--- src/rtl/ddc_iq_packer_if.sv ---
// Sample-set input bus and packed-word output stream of the DDC I/Q packer.
// Output handshake: out_data/out_sop move when out_valid & out_ready on a rising clk; out_valid never waits on out_ready.
interface ddc_iq_packer_if #(
  parameter int NUM_CH       = 2,
  parameter int SAMPLE_WIDTH = 16
);
  logic [NUM_CH*SAMPLE_WIDTH-1:0] in_i;
  logic [NUM_CH*SAMPLE_WIDTH-1:0] in_q;
  logic                           in_valid;
  logic [31:0]                    out_data;
  logic                           out_valid;
  logic                           out_ready;
  logic                           out_sop;

  modport master (
    input  in_i, in_q, in_valid, out_ready,
    output out_data, out_valid, out_sop
  );

  modport slave (
    output in_i, in_q, in_valid, out_ready,
    input  out_data, out_valid, out_sop
  );
endinterface

--- src/rtl/ddc_iq_packer.sv ---
// Snapshots NUM_CH I/Q pairs per strobe, packs them into 32-bit words (16- or 8-bit lanes)
// and queues them in a show-ahead FIFO; whole sets are dropped and counted when they cannot fit.
module ddc_iq_packer #(
  parameter int NUM_CH       = 2,
  parameter int SAMPLE_WIDTH = 16,
  parameter int FIFO_DEPTH   = 16
) (
  input  logic                          clk,
  input  logic                          reset_n,
  input  logic                          enable,
  input  logic                          mode,
  input  logic                          clear_ovf,
  ddc_iq_packer_if.master               bus,
  output logic [$clog2(FIFO_DEPTH):0]   fifo_level,
  output logic [15:0]                   overflow_count,
  output logic                          dbg_state_o
);

  localparam int SW = SAMPLE_WIDTH;
  localparam int W0 = NUM_CH;
  localparam int W1 = (NUM_CH + 1) / 2;
  localparam int PW = 2 * W1 * SW;
  localparam int AW = $clog2(FIFO_DEPTH);
  localparam int LW = AW + 1;
  localparam int CW = (NUM_CH > 1) ? $clog2(NUM_CH) : 1;

  typedef enum logic {IDLE = 1'b0, EMIT = 1'b1} state_t;

  state_t          state_q, state_d;
  logic [CW-1:0]   idx_q, idx_d;
  logic [CW-1:0]   last_q, last_d;
  logic            mode_q, mode_d;
  logic [PW-1:0]   si_q, si_d;
  logic [PW-1:0]   sq_q, sq_d;
  logic [AW-1:0]   wr_ptr_q, rd_ptr_q;
  logic [LW-1:0]   level_q, level_d;
  logic [15:0]     ovf_q, ovf_d;
  logic [32:0]     mem [FIFO_DEPTH];

  logic [LW-1:0]   need_w;
  logic [LW-1:0]   free_w;
  logic            req, accept, drop;
  logic            wr_en, rd_en, wsop;
  logic [31:0]     wdata;

  // Space is checked against the registered level only, so a same-cycle read never helps a set in.
  assign need_w = mode ? LW'(W1) : LW'(W0);
  assign free_w = LW'(FIFO_DEPTH) - level_q;
  assign req    = bus.in_valid & enable;
  assign accept = req & (state_q == IDLE) & (free_w >= need_w);
  assign drop   = req & ~accept;

  // Shadows are padded to an even channel count with zeros, which gives the zero upper half for odd NUM_CH.
  always_comb begin
    wdata = '0;
    for (int k = 0; k < NUM_CH; k++) begin
      if (!mode_q && idx_q == CW'(k)) begin
        wdata = {sq_q[k*SW+SW-1 -: 16], si_q[k*SW+SW-1 -: 16]};
      end
    end
    for (int k = 0; k < W1; k++) begin
      if (mode_q && idx_q == CW'(k)) begin
        wdata = {sq_q[(2*k+1)*SW+SW-1 -: 8], si_q[(2*k+1)*SW+SW-1 -: 8],
                 sq_q[(2*k)*SW+SW-1 -: 8],   si_q[(2*k)*SW+SW-1 -: 8]};
      end
    end
  end

  always_comb begin
    state_d = state_q;
    idx_d   = idx_q;
    last_d  = last_q;
    mode_d  = mode_q;
    si_d    = si_q;
    sq_d    = sq_q;
    wr_en   = 1'b0;
    wsop    = 1'b0;
    case (state_q)
      IDLE: begin
        if (accept) begin
          state_d = EMIT;
          idx_d   = '0;
          mode_d  = mode;
          last_d  = mode ? CW'(W1 - 1) : CW'(W0 - 1);
          si_d    = PW'(bus.in_i);
          sq_d    = PW'(bus.in_q);
        end
      end
      EMIT: begin
        wr_en = 1'b1;
        wsop  = (idx_q == '0);
        if (idx_q == last_q) begin
          state_d = IDLE;
        end else begin
          idx_d = idx_q + 1'b1;
        end
      end
      default: state_d = IDLE;
    endcase
  end

  always_comb begin
    ovf_d = ovf_q;
    if (clear_ovf) begin
      ovf_d = drop ? 16'd1 : 16'd0;
    end else if (drop && ovf_q != 16'hFFFF) begin
      ovf_d = ovf_q + 16'd1;
    end
  end

  assign bus.out_valid = (level_q != '0);
  assign rd_en         = bus.out_valid & bus.out_ready;
  assign level_d       = level_q + LW'(wr_en) - LW'(rd_en);
  assign bus.out_data  = bus.out_valid ? mem[rd_ptr_q][31:0] : 32'd0;
  assign bus.out_sop   = bus.out_valid & mem[rd_ptr_q][32];

  always_ff @(posedge clk or negedge reset_n) begin
    if (!reset_n) begin
      state_q  <= IDLE;
      idx_q    <= '0;
      last_q   <= '0;
      mode_q   <= 1'b0;
      si_q     <= '0;
      sq_q     <= '0;
      wr_ptr_q <= '0;
      rd_ptr_q <= '0;
      level_q  <= '0;
      ovf_q    <= '0;
    end else begin
      state_q  <= state_d;
      idx_q    <= idx_d;
      last_q   <= last_d;
      mode_q   <= mode_d;
      si_q     <= si_d;
      sq_q     <= sq_d;
      wr_ptr_q <= wr_ptr_q + AW'(wr_en);
      rd_ptr_q <= rd_ptr_q + AW'(rd_en);
      level_q  <= level_d;
      ovf_q    <= ovf_d;
    end
  end

  // Storage is not reset; the level and pointers alone decide what is visible.
  always_ff @(posedge clk) begin
    if (wr_en) begin
      mem[wr_ptr_q] <= {wsop, wdata};
    end
  end

  assign fifo_level     = level_q;
  assign overflow_count = ovf_q;
  assign dbg_state_o    = state_q;

endmodule
--- src/flat_wrapper.sv ---
// flat-port wrapper written by rule: the top's interface ports become plain ports
module ddc_iq_packer_flat 
#(
  parameter int NUM_CH       = 2,
  parameter int SAMPLE_WIDTH = 16,
  parameter int FIFO_DEPTH   = 16
)
  (clk, reset_n, enable, mode, clear_ovf, fifo_level, overflow_count, dbg_state_o, bus_in_i, bus_in_q, bus_in_valid, bus_out_ready, bus_out_data, bus_out_valid, bus_out_sop);
  ddc_iq_packer_if #(.NUM_CH(NUM_CH), .SAMPLE_WIDTH(SAMPLE_WIDTH)) bus_i ();
  input  logic clk;
  input  logic reset_n;
  input  logic enable;
  input  logic mode;
  input  logic clear_ovf;
  output logic [$clog2(FIFO_DEPTH):0] fifo_level;
  output logic [15:0] overflow_count;
  output logic dbg_state_o;
  input wire logic [$bits(bus_i.in_i)-1:0] bus_in_i;
  input wire logic [$bits(bus_i.in_q)-1:0] bus_in_q;
  input wire logic [$bits(bus_i.in_valid)-1:0] bus_in_valid;
  input wire logic [$bits(bus_i.out_ready)-1:0] bus_out_ready;
  output wire logic [$bits(bus_i.out_data)-1:0] bus_out_data;
  output wire logic [$bits(bus_i.out_valid)-1:0] bus_out_valid;
  output wire logic [$bits(bus_i.out_sop)-1:0] bus_out_sop;
  assign bus_i.in_i = bus_in_i;
  assign bus_i.in_q = bus_in_q;
  assign bus_i.in_valid = bus_in_valid;
  assign bus_i.out_ready = bus_out_ready;
  assign bus_out_data = bus_i.out_data;
  assign bus_out_valid = bus_i.out_valid;
  assign bus_out_sop = bus_i.out_sop;
  ddc_iq_packer #(.NUM_CH(NUM_CH), .SAMPLE_WIDTH(SAMPLE_WIDTH), .FIFO_DEPTH(FIFO_DEPTH)) u_core (.clk(clk), .reset_n(reset_n), .enable(enable), .mode(mode), .clear_ovf(clear_ovf), .bus(bus_i), .fifo_level(fifo_level), .overflow_count(overflow_count), .dbg_state_o(dbg_state_o));
endmodule
--- config.mk ---
export PLATFORM = sky130hd
export DESIGN_NAME = ddc_iq_packer_flat
export DESIGN_NICKNAME = d
export VERILOG_FILES = /design/src/rtl/ddc_iq_packer_if.sv /design/src/rtl/ddc_iq_packer.sv /design/src/flat_wrapper.sv
export SDC_FILE = /design/constraint.sdc
export NUM_CORES = 1
export LEC_CHECK = 0
export BUFFER_PORTS_ARGS = -buffer_cell sky130_fd_sc_hd__buf_4
export CAP_MARGIN = 5
export CORE_MARGIN = 2
export CORE_UTILIZATION = 30
export DETAILED_ROUTE_END_ITERATION = 12
export SLEW_MARGIN = 20
export SYNTH_ARGS = -nofsm -noshare
export SYNTH_HDL_FRONTEND = slang
export SYNTH_SLANG_ARGS = --single-unit
--- constraint.sdc ---
create_clock -name clk -period 5.6 [get_ports clk]
set_input_delay 1.12 -clock clk [delete_from_list [all_inputs] [get_ports clk]]
set_output_delay 1.12 -clock clk [all_outputs]
set_load 0.01 [all_outputs]
==> flow_summary.yaml, run 1 <==
pwr:
  power.share.sequential_pct: 42.5
  p_per_area_nw_per_um2: 584
  p_sw_uw: 5540
  peakVddDrop_mv: 0.289
  internal-power_uw: 11700
  share_comb_of_total_power_pct: 34.2
  p_clk_share_pct: 23.3
  switching_share_pct: 32.1
  leakage_uw: 0.00991
global_route:
  grt_overflow: 0
  grt_max_degree: 64
  antenna_found_initial: 2
  grt_pass1_vias: 13456
  grt_pass1_wl_mm: 89.8
  grt_use_total_pct: 14.3
critical_path:
  cp-start-kind: "flop"
  end_kind: "primary output"
  crit_end: "bus_out_data[0]"
  rr_endpoint: "u_core.fifo_level[4]$_DFF_PN0_"
  path_class: "reg2out"
  rr_startpoint: "u_core.fifo_level[2]$_DFF_PN0_"
  startpoint: "u_core.rd_ptr_q[1]$_DFF_PN0_"
  r2r_slack_ns: 2.31
  crit_arrival_ns: 3.30
  crit_fanout: 61
  reg2reg_depth: 14
  cp.required_ns: 4.48
sta:
  max_freq_mhz: 226
  rsz0062_at_grt: "no"
  worst_pin_slew_ns: 1.06
  relSlewSlack_pct: 28.8
  fin_worst_skew_ns: 0.0263
  slew_viol_final: 0
  fin_ws_ns: 1.18
  period_needed_ns: 4.42
  tns_ns: 0
  final_hold_viol_count: 0
  final.period_utilization_pct: 78.9
  finalSetupViolations: 0
route:
  route.detailed.drc: 0
  routed_wl_mm: 60.8
  drtAntennaViolNets: 0
  viasPerCell: 4.95
  wire_per_inst_um: 23.9
  dr.first_iter.drc_count: 986
  vias: 12583
  firstDrtPassIters: 5
cells_and_area:
  synthToLayoutAreaGrowth_pct: 18.1
  postLayoutCellArea_um2: 29600
  fillers: 7519
  final_cell_mix: "edfxtp_1 (528), buf_4 (186), mux4_2 (165)"
  stdcell_count: 2544
  nNetsFinal: 1512
  drive_gt1_share_pct: 36.3
  final_common_cell: "edfxtp_1"
status:
  status: "finished, final reports clean"
synthesis:
  synth.cell_area_um2: 25000
  avgSynthCellArea_um2: 20.2
  synth_cell_type_count: 44
  synthArstFlopShare_pct: 15.5
  synthCells: 1241
  ys_dominant_reg_cell: "edfxtp_1"
  seq_area_frac_synth_pct: 73.0
  synth_edf_count: 528
  ys_ff_latch: 625
  syn_nets: 1327
  yosys_warnings: 0
place:
  gp_congestion: 0.809
  port_buffers: 126
  place_area_um2: 27600
  dp_hpwl_mm: 35.7
  dp_slack_ns: 1.78
  placedCellCount: 2428
clocking:
  clock_latency_ns: 0.60
  cts-root-buf: "clkbuf_16"
  cts_setup_buffers: 0
  cts_sinks: 625
  cts_tree: "yes"
  cts_hold_buffers: 0
  cts_buffer_depth: 3
  cts_buffers: 66
  htreeDepth: 3
  ctsResizeCount: 0
  clkTransAtPathRegs_ns: 0.06
floorplan:
  fp.dieH_um: 293
  die_area_um2: 85800
  coreArea_um2: 82400
  rows: 105
  io_pins: 127
  start_util_pct: 30.4
  fp.dieW_um: 293
flow_run:
  drv_cap: 0
hold_path:
  min_path_type: "reg2reg"
==> synth_stat cells (all sizes together), types with 8 or more instances <==
| library cell | number | share of area [%] |
|---|---|---|
| nor4 | 8 | 0.22 |
| nor2b | 21 | 0.52 |
| ha | 14 | 0.70 |
| and2 | 34 | 0.85 |
| mux2 | 68 | 3.1 |
| nor3 | 8 | 0.16 |
| mux4 | 165 | 15 |
| nand2 | 45 | 0.67 |
| nor2 | 17 | 0.25 |
| edfxtp | 528 | 63 |
| xnor2 | 8 | 0.28 |
| dfrtp | 97 | 9.7 |
| clkbuf | 35 | 0.52 |
| nand3 | 11 | 0.22 |
| mux2i | 18 | 0.72 |
| buf | 38 | 0.93 |
| a21oi | 28 | 0.56 |
| inv | 14 | 0.21 |
| o21ai | 34 | 0.68 |
==> routing by layer <==
| metal | up-vias | share of wire, % | global-route usage, % |
|---|---|---|---|
| li1 | 5402 | - | - |
| met1 | 6713 | 43 | 18.7 |
| met2 | 382 | 48 | 23.3 |
| met3 | 84 | 6.8 | 3.70 |
| met4 | 2 | 2.1 | 4.49 |
| met5 | - | 0.026 | 0 |
==> power groups by stage <==
stage          combinational, µW  clock [µW]  sequential (µW)
6_report                    5910        4020             7350
5_1_grt                     6420        4300             7440
4_1_cts                     6060        4120             7370
3_5_place_dp                6050           0             7460
3_3_place_gp                5920           0             7420
2_1_floorplan               3860           0             7090
==> worst max-delay path, stage by stage, from the launching register on <==
cell and delay [ns]:
dfrtp_4 1.07, buf_12 0.35, mux4_2 0.34, mux4_2 0.54
and2_1 0.19, buf_4 0.14
==> registers in the layout, indices dropped and copies added, names as in the netlist <==
name and cells:
u_core.dbg_state_o 1, u_core.fifo_level 5, u_core.idx_q 1, u_core.last_q 1, u_core.mem 528, u_core.mode_q 1
u_core.overflow_count 16, u_core.rd_ptr_q 4, u_core.si_q 32, u_core.sq_q 32, u_core.wr_ptr_q 4
==> cell type report <==
| type | count | area, µm² | share of cell area, % |
|---|---|---|---|
| clock buffer | 94 | 1840 | 6.22 |
| clock inverter | 20 | 116 | 0.394 |
| sequential | 625 | 18300 | 61.9 |
| multi-input combinational | 529 | 6450 | 21.8 |
| antenna | 2 | 5.00 | 0.0169 |
| timing repair buffer | 190 | 1480 | 4.99 |
| tap | 1070 | 1340 | 4.53 |
| inverter | 14 | 52.6 | 0.178 |
==> worst min-delay path by stage <==
| stage | start | endpoint | cells after the start |
|---|---|---|---|
| after floorplan | u_core.wr_ptr_q[0]$_DFF_PN0_ | u_core.wr_ptr_q[0]$_DFF_PN0_ | 1 |
| final | u_core.sq_q[12]$_DFFE_PN0P_ | u_core.sq_q[12]$_DFFE_PN0P_ | 1 |
| after global placement | u_core.sq_q[13]$_DFFE_PN0P_ | u_core.sq_q[13]$_DFFE_PN0P_ | 1 |
| after global routing | u_core.sq_q[14]$_DFFE_PN0P_ | u_core.sq_q[14]$_DFFE_PN0P_ | 1 |
| after CTS | u_core.si_q[14]$_DFFE_PN0P_ | u_core.si_q[14]$_DFFE_PN0P_ | 1 |
| after detailed placement | u_core.si_q[14]$_DFFE_PN0P_ | u_core.si_q[14]$_DFFE_PN0P_ | 1 |
==> cells by family (layout without fill, tap and decap cells) <==
| group | after synthesis | after routing | share of synthesized area, % |
|---|---|---|---|
| adder cells (fa/ha/maj) | 15 | 15 | 0.780 |
| XOR/XNOR | 12 | 12 | 0.420 |
| AND/OR/NAND/NOR | 169 | 169 | 3.60 |
| multiplexers | 251 | 251 | 18.6 |
| flip-flops | 625 | 625 | 73.0 |
| AO/OA/AOI/OAI | 82 | 82 | 1.86 |
| buffers and inverters | 87 | 318 | 1.66 |
| other | 0 | 2 | 0 |
==> per-stage QoR <==
step / util [%] / hold WS, ns / power (µW)
2_1_floorplan: - / 0.464 / 10900
3_3_place_gp: 33.5 / 0.485 / 13300
3_5_place_dp: 33.5 / 0.488 / 13500
4_1_cts: 35.9 / 0.501 / 17500
5_1_grt: 35.9 / 0.517 / 18200
6_report: 35.9 / 0.496 / 17300
Note: power is estimated with default switching activity, not from simulation.
==> run 2: changes to the inputs <==
--- a/config.mk
+++ b/config.mk
@@ -5,6 +5,7 @@
 export SDC_FILE = /design/constraint.sdc
 export NUM_CORES = 1
 export LEC_CHECK = 0
+export ABC_AREA = 1
 export BUFFER_PORTS_ARGS = -buffer_cell sky130_fd_sc_hd__buf_4
 export CAP_MARGIN = 5
 export CORE_MARGIN = 2
==> constraint.sdc (replaced) <==
create_clock -name clk -period 4.15 [get_ports clk]
set_input_delay 0.83 -clock clk [delete_from_list [all_inputs] [get_ports clk]]
set_output_delay 0.83 -clock clk [all_outputs]
set_load 0.01 [all_outputs]
==> run 2 against run 1 <==
  * Worst hold slack worse by 0.23 ns
  * Die area is 2.9% higher
  * Flip-flop and latch count stayed put
  * Synthesized area is 3.0% higher
  * Clock power is 38% higher
  * Largest power group unchanged
  * Highest routed layer is now met4
==> flow_summary.yaml, run 2 <==
synthesis:
  avgSynthCellArea_um2: 11.5
  synth_top_area_share_pct: 61.5
  synthCells: 2244
  seq_area_frac_synth_pct: 70.9
  syn_nets: 2330
  synth_edf_count: 528
  synth_top_area_cell: "edfxtp_1"
  synth.cell_area_um2: 25800
  ys_top_cells_by_area: "edfxtp_1 (62%), dfrtp_1 (9.4%), nor2_1 (7.1%), nand2_1 (4.9%), o21ai_0 (3.5%)"
  ys_dominant_reg_cell: "edfxtp_1"
  ys_ff_latch: 625
  synth_most_common_cell: "edfxtp_1"
  synth_cell_type_count: 31
  ys_top_cells_by_count: "edfxtp_1 (528), nor2_1 (488), nand2_1 (334)"
  yosys_warnings: 0
  synthArstFlopShare_pct: 15.5
pwr:
  peakVddDrop_mv: 0.598
  share_comb_of_total_power_pct: 35.6
  p_per_area_nw_per_um2: 770
  power.share.sequential_pct: 40.4
  leakage_uw: 0.0107
  p_sw_uw: 8700
  p_clk_share_pct: 23.9
  switching_share_pct: 37.4
  internal-power_uw: 14500
critical_path:
  end_kind: "primary output"
  critical_path.slowest_cell: "buf_4"
  crit_fanout: 65
  critical_path.top_delay_family: "buffers and inverters"
  crit_top_cell: "buf_4"
  crit_arrival_ns: 2.98
  max_stage_delay_ns: 0.66
  crit_chain: "buf_4 > o21ai_0 > o211ai_1 > nand3_1 > a21oi_1 > buf_4"
  cp.required_ns: 3.32
  path_class: "reg2out"
  cp-start-kind: "flop"
  path_buf_inv: 2
route:
  vias: 17268
  wire_per_inst_um: 19.2
  drtAntennaViolNets: 0
  firstDrtPassIters: 6
  dr.first_iter.drc_count: 1629
  viasPerCell: 4.87
  routed_wl_mm: 67.9
  route.detailed.drc: 0
cells_and_area:
  nNetsFinal: 2437
  diodes: 0
  regMostFlops: "u_core.mem"
  largest_reg_flops: 528
  final_cell_mix: "edfxtp_1 (528), nor2_1 (469), nand2_1 (334)"
  fin_util_pct: 35.4
  synthToLayoutAreaGrowth_pct: 17.0
  final_common_cell: "edfxtp_1"
  reg.largest.list: "u_core.mem (528), u_core.si_q (32), u_core.sq_q (32)"
  drive_gt1_share_pct: 12.4
global_route:
  antenna_found_initial: 1
  grt_pass1_vias: 16609
  grt_overflow: 0
  grt_use_total_pct: 15.1
  grt_pass1_wl_mm: 103
  grt_max_degree: 167
status:
  status: "finished, final reports clean"
sta:
  tns_ns: 0
  max_freq_mhz: 262
  fin_ws_ns: 0.337
  fin_worst_skew_ns: 0.0207
  period_needed_ns: 3.81
  final.period_utilization_pct: 91.9
  rsz0062_at_grt: "no"
  worst_pin_slew_ns: 1.09
  relSlewSlack_pct: 27.0
  slew_viol_final: 0
  finalSetupViolations: 0
  final_hold_viol_count: 0
clocking:
  ctsResizeCount: 0
  cts-root-buf: "clkbuf_16"
  clock_latency_ns: 0.61
  htreeDepth: 3
  cts_buffer_depth: 3
  cts_hold_buffers: 0
  cts_sinks: 625
  cts_buffers: 66
  clkTransAtPathRegs_ns: 0.06
  cts_tree: "yes"
  cts_setup_buffers: 0
floorplan:
  die_area_um2: 88300
  fp.dieW_um: 297
  start_util_pct: 30.3
  io_pins: 127
  rows: 107
  fp.dieH_um: 297
  coreArea_um2: 85100
flow_run:
  drv_cap: 0
place:
  gp_congestion: 0.777
  dp_slack_ns: 0.919
  dp_hpwl_mm: 37.5
  port_buffers: 126
hold_path:
  min_path_type: "in2async"
-- run 2: cell count changes after synthesis, sizes merged, moves of 21 or more --
cell	change
nand2	+291
nor2	+472
clkbuf	+49
o211ai	+100
nor2b	-21
mux4	-165
o21ai	+250
inv	+23
and2	-33
nand3	+140
mux2	-68
-- run 2: kinds of logic after synthesis --
family | Yosys count | synth area share, %
AO/OA/AOI/OAI | 427 | 9.33
XOR/XNOR | 19 | 0.646
adder cells (fa/ha/maj) | 15 | 0.757
buffers and inverters | 177 | 3.22
flip-flops | 625 | 70.9
AND/OR/NAND/NOR | 981 | 15.1
-- run 2: path summary, 6_finish.rpt --
check	startpoint	endpoint	slack [ns]	cells past startpoint
hold / removal	reset_n	u_core.sq_q[22]$_DFFE_PN0P_	0.26	1
max in group asynchronous	reset_n	u_core.overflow_count[11]$_DFFE_PN0P_	3.15	2
setup / recovery	u_core.rd_ptr_q[1]$_DFF_PN0_	bus_out_data[27]	0.34	6
setup reg to reg	u_core.fifo_level[1]$_DFF_PN0_	u_core.sq_q[13]$_DFFE_PN0P_	1.54	12
min in group clk	bus_in_q[7]	u_core.sq_q[7]$_DFFE_PN0P_	0.42	3
hold reg to reg	u_core.sq_q[26]$_DFFE_PN0P_	u_core.sq_q[26]$_DFFE_PN0P_	0.48	2
-- run 2: power by group through the flow --
stage / combinational [µW] / clock, µW / sequential (µW)
finish: 8270 / 5560 / 9390
global route: 9180 / 5910 / 9480
CTS: 8370 / 5670 / 9390
detailed placement: 8350 / 0 / 9510
global placement: 8270 / 0 / 9490
floorplan: 5010 / 0 / 9360
-- run 2: per-layer routing --
metal  part of all wire [%]  up-vias  wire length (µm)  track usage (%)
met2                     47      564             31900             24.7
met4                    1.9        0              1270             4.17
met1                     44     8519             30200             20.9
li1                       -     8096                 -                -
met5                      0        -                 0                0
met3                    6.7       89              4530             2.40
-- run 2: final cells by class --
type                       instances  area [µm²]
sequential                       625       18300
tap                             1144        1430
multi-input combinational       1442        6800
fill                            8350       55000
timing repair buffer             177        1470
clock buffer                      88        1780
clock inverter                    29         230
inverter                          39         153
-- run 2: stage by stage --
step,power [µW],instance area (µm²),instances,hold slack (ns)
after floorplan,14400,25800,2244,0.443
after global placement,17800,28100,3427,0.458
after detailed placement,17900,28100,3427,0.461
after CTS,23400,30100,3544,0.256
after global routing,24600,30200,3544,0.302
final,23200,30200,3544,0.261
